### config.mk
export PLATFORM = sky130hd
export DESIGN_NAME = i2c_master_burst_tx
export DESIGN_NICKNAME = d
export VERILOG_FILES = /design/src/rtl/i2c_pkg.sv /design/src/rtl/i2c_quarter_tick.sv /design/src/rtl/i2c_master_burst_tx.sv
export SDC_FILE = /design/constraint.sdc
export NUM_CORES = 1
export LEC_CHECK = 0
export CAP_MARGIN = 10
export CORE_MARGIN = 5
export CORE_UTILIZATION = 56
export CTS_CLUSTER_DIAMETER = 60
export DETAILED_ROUTE_END_ITERATION = 7
export DONT_BUFFER_PORTS = 1
export HOLD_SLACK_MARGIN = 0.08
export MAX_ROUTING_LAYER = met4
export PLACE_DENSITY = 0.74
export SYNTH_ARGS = -nofsm -noshare
export SYNTH_HDL_FRONTEND = slang
export SYNTH_HIERARCHICAL = 1
export SYNTH_SLANG_ARGS = --single-unit
### constraint.sdc
create_clock -name clk -period 2.4 [get_ports clk]
set_input_delay 0.72 -clock clk [delete_from_list [all_inputs] [get_ports clk]]
set_output_delay 0.72 -clock clk [all_outputs]
set_load 0.02 [all_outputs]
### src/rtl/i2c_pkg.sv
// Shared definitions for the I2C burst write master: FSM encodings, quarter
// phases, the R/W bit value and the byte-count width helper.
package i2c_pkg;

  localparam logic [2:0] ST_IDLE  = 3'd0;
  localparam logic [2:0] ST_START = 3'd1;
  localparam logic [2:0] ST_SHIFT = 3'd2;
  localparam logic [2:0] ST_ACK   = 3'd3;
  localparam logic [2:0] ST_STOP  = 3'd4;

  localparam logic [1:0] Q0 = 2'd0;
  localparam logic [1:0] Q1 = 2'd1;
  localparam logic [1:0] Q2 = 2'd2;
  localparam logic [1:0] Q3 = 2'd3;

  localparam logic I2C_WRITE = 1'b0;

  // Bits needed to hold a byte count in 0..max_bytes.
  function automatic int unsigned len_width(input int unsigned max_bytes);
    return $clog2(max_bytes + 1);
  endfunction

endpackage

### src/rtl/i2c_quarter_tick.sv
// SCL quarter-period divider: counts 0..CLK_DIV-1, pulses tick on the last
// count, freezes while the slave stretches SCL and is held at 0 by clear.
module i2c_quarter_tick #(
  parameter int unsigned CLK_DIV = 4
) (
  input  logic clk,
  input  logic rst,
  input  logic clear,
  input  logic freeze,
  output logic tick
);

  localparam int unsigned CNT_W = (CLK_DIV > 1) ? $clog2(CLK_DIV) : 1;
  localparam logic [CNT_W-1:0] CNT_MAX = CNT_W'(CLK_DIV - 1);

  logic [CNT_W-1:0] cnt;

  always_ff @(posedge clk or posedge rst) begin
    if (rst) begin
      cnt <= '0;
    end else if (clear) begin
      cnt <= '0;
    end else if (!freeze) begin
      cnt <= (cnt == CNT_MAX) ? '0 : cnt + 1'b1;
    end
  end

  assign tick = !clear && !freeze && (cnt == CNT_MAX);

endmodule

### src/rtl/i2c_master_burst_tx.sv
// I2C master write engine: START, address+W, 0..MAX_BYTES data bytes pulled
// from an upstream source, ACK check per byte, STOP; honours SCL stretching.
module i2c_master_burst_tx
  import i2c_pkg::*;
#(
  parameter int unsigned CLK_DIV   = 4,
  parameter int unsigned MAX_BYTES = 16,
  parameter int unsigned LEN_W     = len_width(MAX_BYTES)
) (
  input  logic             clk,
  input  logic             rst,
  input  logic             start,
  input  logic [6:0]       address,
  input  logic [LEN_W-1:0] len,
  input  logic [7:0]       data_in,
  output logic             data_req,
  input  logic             sda_in,
  input  logic             scl_in,
  output logic             sda_oe,
  output logic             scl_oe,
  output logic             busy,
  output logic             done,
  output logic             nack,
  output logic [LEN_W-1:0] bytes_sent
);

  logic [2:0]       state, state_nx;
  logic [1:0]       q, q_nx;
  logic [2:0]       bit_cnt, bit_nx;
  logic [7:0]       shreg, sh_nx;
  logic [LEN_W-1:0] remaining, rem_nx;
  logic             is_data, is_data_nx;
  logic             ack_bit, ack_nx;
  logic             nack_nx, busy_nx, done_nx;
  logic [LEN_W-1:0] sent_nx, len_clamped;
  logic             sda_oe_nx, scl_oe_nx;
  logic             tick, freeze, load_byte;

  // Slave is stretching when we released SCL but the line still reads low.
  assign freeze = !scl_oe && !scl_in;

  i2c_quarter_tick #(.CLK_DIV(CLK_DIV)) u_tick (
    .clk    (clk),
    .rst    (rst),
    .clear  (state == ST_IDLE),
    .freeze (freeze),
    .tick   (tick)
  );

  assign len_clamped = (len > LEN_W'(MAX_BYTES)) ? LEN_W'(MAX_BYTES) : len;

  // Next byte is fetched in the final cycle of an ACKed slot with bytes left.
  assign load_byte = tick && (state == ST_ACK) && (q == Q3) && !ack_bit
                     && (remaining != '0);
  assign data_req  = load_byte;

  always_comb begin
    state_nx   = state;
    q_nx       = q;
    bit_nx     = bit_cnt;
    sh_nx      = shreg;
    rem_nx     = remaining;
    is_data_nx = is_data;
    ack_nx     = ack_bit;
    nack_nx    = nack;
    sent_nx    = bytes_sent;
    busy_nx    = busy;
    done_nx    = 1'b0;
    sda_oe_nx  = 1'b0;
    scl_oe_nx  = 1'b0;

    if (state != ST_IDLE && tick) q_nx = q + 2'd1;

    case (state)
      ST_IDLE: begin
        q_nx = Q0;
        if (start) begin
          sh_nx      = {address, I2C_WRITE};
          rem_nx     = len_clamped;
          is_data_nx = 1'b0;
          nack_nx    = 1'b0;
          sent_nx    = '0;
          busy_nx    = 1'b1;
          state_nx   = ST_START;
        end
      end
      ST_START: begin
        if (tick && q == Q3) begin
          bit_nx   = '0;
          state_nx = ST_SHIFT;
        end
      end
      ST_SHIFT: begin
        if (tick && q == Q3) begin
          sh_nx = {shreg[6:0], 1'b0};
          if (bit_cnt == 3'd7) state_nx = ST_ACK;
          else                 bit_nx   = bit_cnt + 3'd1;
        end
      end
      ST_ACK: begin
        if (tick && q == Q2) ack_nx = sda_in;
        if (tick && q == Q3) begin
          if (ack_bit) begin
            nack_nx  = 1'b1;
            state_nx = ST_STOP;
          end else begin
            if (is_data) sent_nx = bytes_sent + LEN_W'(1);
            if (load_byte) begin
              sh_nx      = data_in;
              rem_nx     = remaining - LEN_W'(1);
              is_data_nx = 1'b1;
              bit_nx     = '0;
              state_nx   = ST_SHIFT;
            end else begin
              state_nx = ST_STOP;
            end
          end
        end
      end
      ST_STOP: begin
        if (tick && q == Q3) begin
          busy_nx  = 1'b0;
          done_nx  = 1'b1;
          state_nx = ST_IDLE;
        end
      end
      default: state_nx = ST_IDLE;
    endcase

    // Line drive follows the upcoming state so pads switch on the same edge.
    case (state_nx)
      ST_START: sda_oe_nx = (q_nx >= Q2);
      ST_SHIFT: begin
        scl_oe_nx = (q_nx < Q2);
        sda_oe_nx = !sh_nx[7];
      end
      ST_ACK:   scl_oe_nx = (q_nx < Q2);
      ST_STOP: begin
        scl_oe_nx = (q_nx == Q0);
        sda_oe_nx = (q_nx < Q2);
      end
      default: begin
        sda_oe_nx = 1'b0;
        scl_oe_nx = 1'b0;
      end
    endcase
  end

  always_ff @(posedge clk or posedge rst) begin
    if (rst) begin
      state      <= ST_IDLE;
      q          <= Q0;
      bit_cnt    <= '0;
      shreg      <= '0;
      remaining  <= '0;
      is_data    <= 1'b0;
      ack_bit    <= 1'b0;
      nack       <= 1'b0;
      bytes_sent <= '0;
      busy       <= 1'b0;
      done       <= 1'b0;
      sda_oe     <= 1'b0;
      scl_oe     <= 1'b0;
    end else begin
      state      <= state_nx;
      q          <= q_nx;
      bit_cnt    <= bit_nx;
      shreg      <= sh_nx;
      remaining  <= rem_nx;
      is_data    <= is_data_nx;
      ack_bit    <= ack_nx;
      nack       <= nack_nx;
      bytes_sent <= sent_nx;
      busy       <= busy_nx;
      done       <= done_nx;
      sda_oe     <= sda_oe_nx;
      scl_oe     <= scl_oe_nx;
    end
  end

endmodule
==> metrics <==
final slew viol count=0; Vias=1573; detailed placer's ending HPWL=3.30 mm; Worst Tran Pin Value=560 ps; outcome=finished, final reports clean; Clock Latency Late Sink=360 ps; clk sinks=35; Tcrit/Tclk final=97.2%; worst reg2reg path startpoint=remaining[0]; Port Buffers=0; Routed Wire Length=4.55 mm; Synth top area share=44.7%; CP max FO=4; CP bufs+invs=1; Cell Rows=21; kind of critical path=flip-flop to output port; Synthesized Nets=235; Die Y=69.2 um; fin worst setup slack=68.2 ps; Worst Path Arrival=1610 ps; fin nets=248; Core Box Area=0.00336 mm^2; die footprint=0.00478 mm^2; post-DR wirelength/cell=17.4 um; Slowest-stage cell, CP=dfrtp_1; Clock Skews=14.3 ps; synth warn=6; commonest non-fill, non-tap cell in the layout=dfrtp_1; most frequent cells in the layout=35 x dfrtp_1, 21 x nor2_1, 16 x buf_4, 15 x a21oi_1; post-synth top area cell=dfrtp_1; largest net degree at the start of global routing=34; Required @ worst endpoint=1680 ps; Setup crit end=data_req; cell family with most CP delay=simple AND/OR/NAND/NOR gates; CP Launch Type=flip-flop; Tot GR Track Use=20.7%; CTS tree=built; vias in the first global route=1593; largest cells by area after synthesis=dfrtp_1 45%, ha_1 5.1%, nor2_1 4.2%, a21oi_1 3.8%, buf_6 2.9%; Netlist Area Pre-Place=0.00196 mm^2; layout cells sized above 1=20.4%; Pwr Density=1200 mW/mm^2; gp weighted congestion=0.885; Worst VDD drop=0.633 mV; H-tree Lvls=2; Worst setup EP type=output port; first-pass GRT wire length=7.76 mm; Final Setup Violations=0; CTS max path bufs=2; # Max-Cap Violations=0; Worst slew margin=62.5%; reg2reg setup slack=190 ps; Clk pin slew, worst setup/hold paths=110 ps; reg2reg path depth=8; Synth cell types=49; final hold slack=326 ps; drt first-iter violations=84; Design Area, Final=0.00220 mm^2; Layout area overhead=12.4%; Slowest Stage Delay on Critical Path=430 ps; pre-CTS setup slack=87.3 ps; Inserted Diodes=0; Setup crit start=remaining[0]; gr ovfl total=0; f_max=0.429 GHz; Avg Synthesized Cell Area=9.70 um^2; placed inst area=0.00205 mm^2; Vias/cell=6.00; Die X=69.2 um; Final min period=2330 ps; Critical Path Stages=5; 1st-pass router iterations=4; initial antenna violation count=0; Min-Delay Path Class=input pin to async pin; Mapped Cells=202; DRC=0; Seq/Total Area, Yosys=44.7%; Final Hold Violating Endpoints=0; Initial Util=58.3%; antenna viol nets, final=0; leak pwr=0.978 nW; CP Cell Sequence=inv_2 -> ha_4 -> nor4b_4 -> or2_4 -> nor2_4; Num CTS Buffers=5; clk root buf=clkbuf_4; #FFs+latches synth=35; io pins=36; R2R Path End=sda_oe; Fin Setup TNS=0 ps
flip-flops by register name, indices dropped and copies added, names as in the netlist, 2 cells and up:
signal      cells
bytes_sent      5
u_tick/cnt      2
bit_cnt         3
state           3
shreg           8
remaining       5
q               2
worst min path at each step:
stage	startpoint	endpoint	slack, ps	depth (start not counted)
after CTS	rst	u_tick/cnt[1]	80	1
after global routing	rst	done	340	2
after floorplan	rst	u_tick/cnt[0]	460	1
final	rst	remaining[1]	330	2
after detailed placement	rst	u_tick/cnt[1]	470	1
after global placement	rst	u_tick/cnt[1]	470	1
per-stage QoR:
| stage | power (W) | util, % | instances |
|---|---|---|---|
| 2_1_floorplan | 0.00185 | - | 202 |
| 4_1_cts | 0.00256 | 63.7 | 258 |
| 6_report | 0.00264 | 65.5 | 262 |
| 3_5_place_dp | 0.00208 | 60.9 | 250 |
| 5_1_grt | 0.00286 | 65.5 | 262 |
| 3_3_place_gp | 0.00201 | 60.9 | 250 |
where the power goes:
part / switching [W] / leakage (nW) / internal, W / total, W
clock network: 0.000203 / 0.0482 / 0.000246 / 0.000449
logic: 0.000642 / 0.488 / 0.000534 / 0.00118
registers: 0.000218 / 0.442 / 0.000796 / 0.00101
total: 0.00106 / 0.978 / 0.00158 / 0.00264
Yosys cell counts (all sizes together):
master / number
o211ai: 1
nor3: 5
mux2: 2
nand3b: 2
nand2b: 7
a21oi: 16
dfrtp: 35
nor2: 22
nor4b: 2
a221o: 5
clkbuf: 3
a211o: 2
o22a: 1
o21bai: 1
a21o: 1
buf: 8
inv: 10
or2: 1
nand3: 11
a2bb2oi: 1
o21ai: 12
o22ai: 1
a2111oi: 1
a22o: 3
and3b: 1
nor2b: 1
ha: 8
o32a: 1
xnor2: 5
or3: 5
a31oi: 2
mux2i: 1
nand4b: 1
a22oi: 1
a41oi: 1
a211oi: 2
nand2: 12
a221oi: 1
and3: 1
nor3b: 4
and2: 1
and2b: 1
repair_timing:
item | in CTS | in global routing
gates resized for setup | 1 | 8
pin swaps | 0 | 4
hold buffers | 0 | 1
setup endpoints to repair | 1 | 1
hold endpoints to repair | 0 | 2
buffers inserted | 0 | 3
final cells by class:
| cell class | instances | area (um^2) |
|---|---|---|
| clock buffer | 6 | 51.3 |
| clock inverter | 2 | 35.0 |
| fill | 289 | 1160 |
| inverter | 10 | 37.5 |
| multi-input combinational | 146 | 1010 |
| sequential | 35 | 876 |
| tap | 46 | 57.6 |
| timing repair buffer | 17 | 130 |
per-layer routing:
layer	routed length, um	up-vias	GRT usage, %
met3	237	7	6.25
met1	1890	778	25.1
met2	2370	39	32.6
met5	0	-	-
li1	-	749	-
met4	65	0	7.81
cell families after synthesis:
family,Yosys count,synth area share [%]
buf+inv,21,6.38
flops,35,44.7
compound gates,53,18.6
xor+xnor,5,2.23
mux,3,1.66
simple gates,77,21.3
fa+ha+maj,8,5.11
Note: power is estimated with default switching activity, not from simulation.
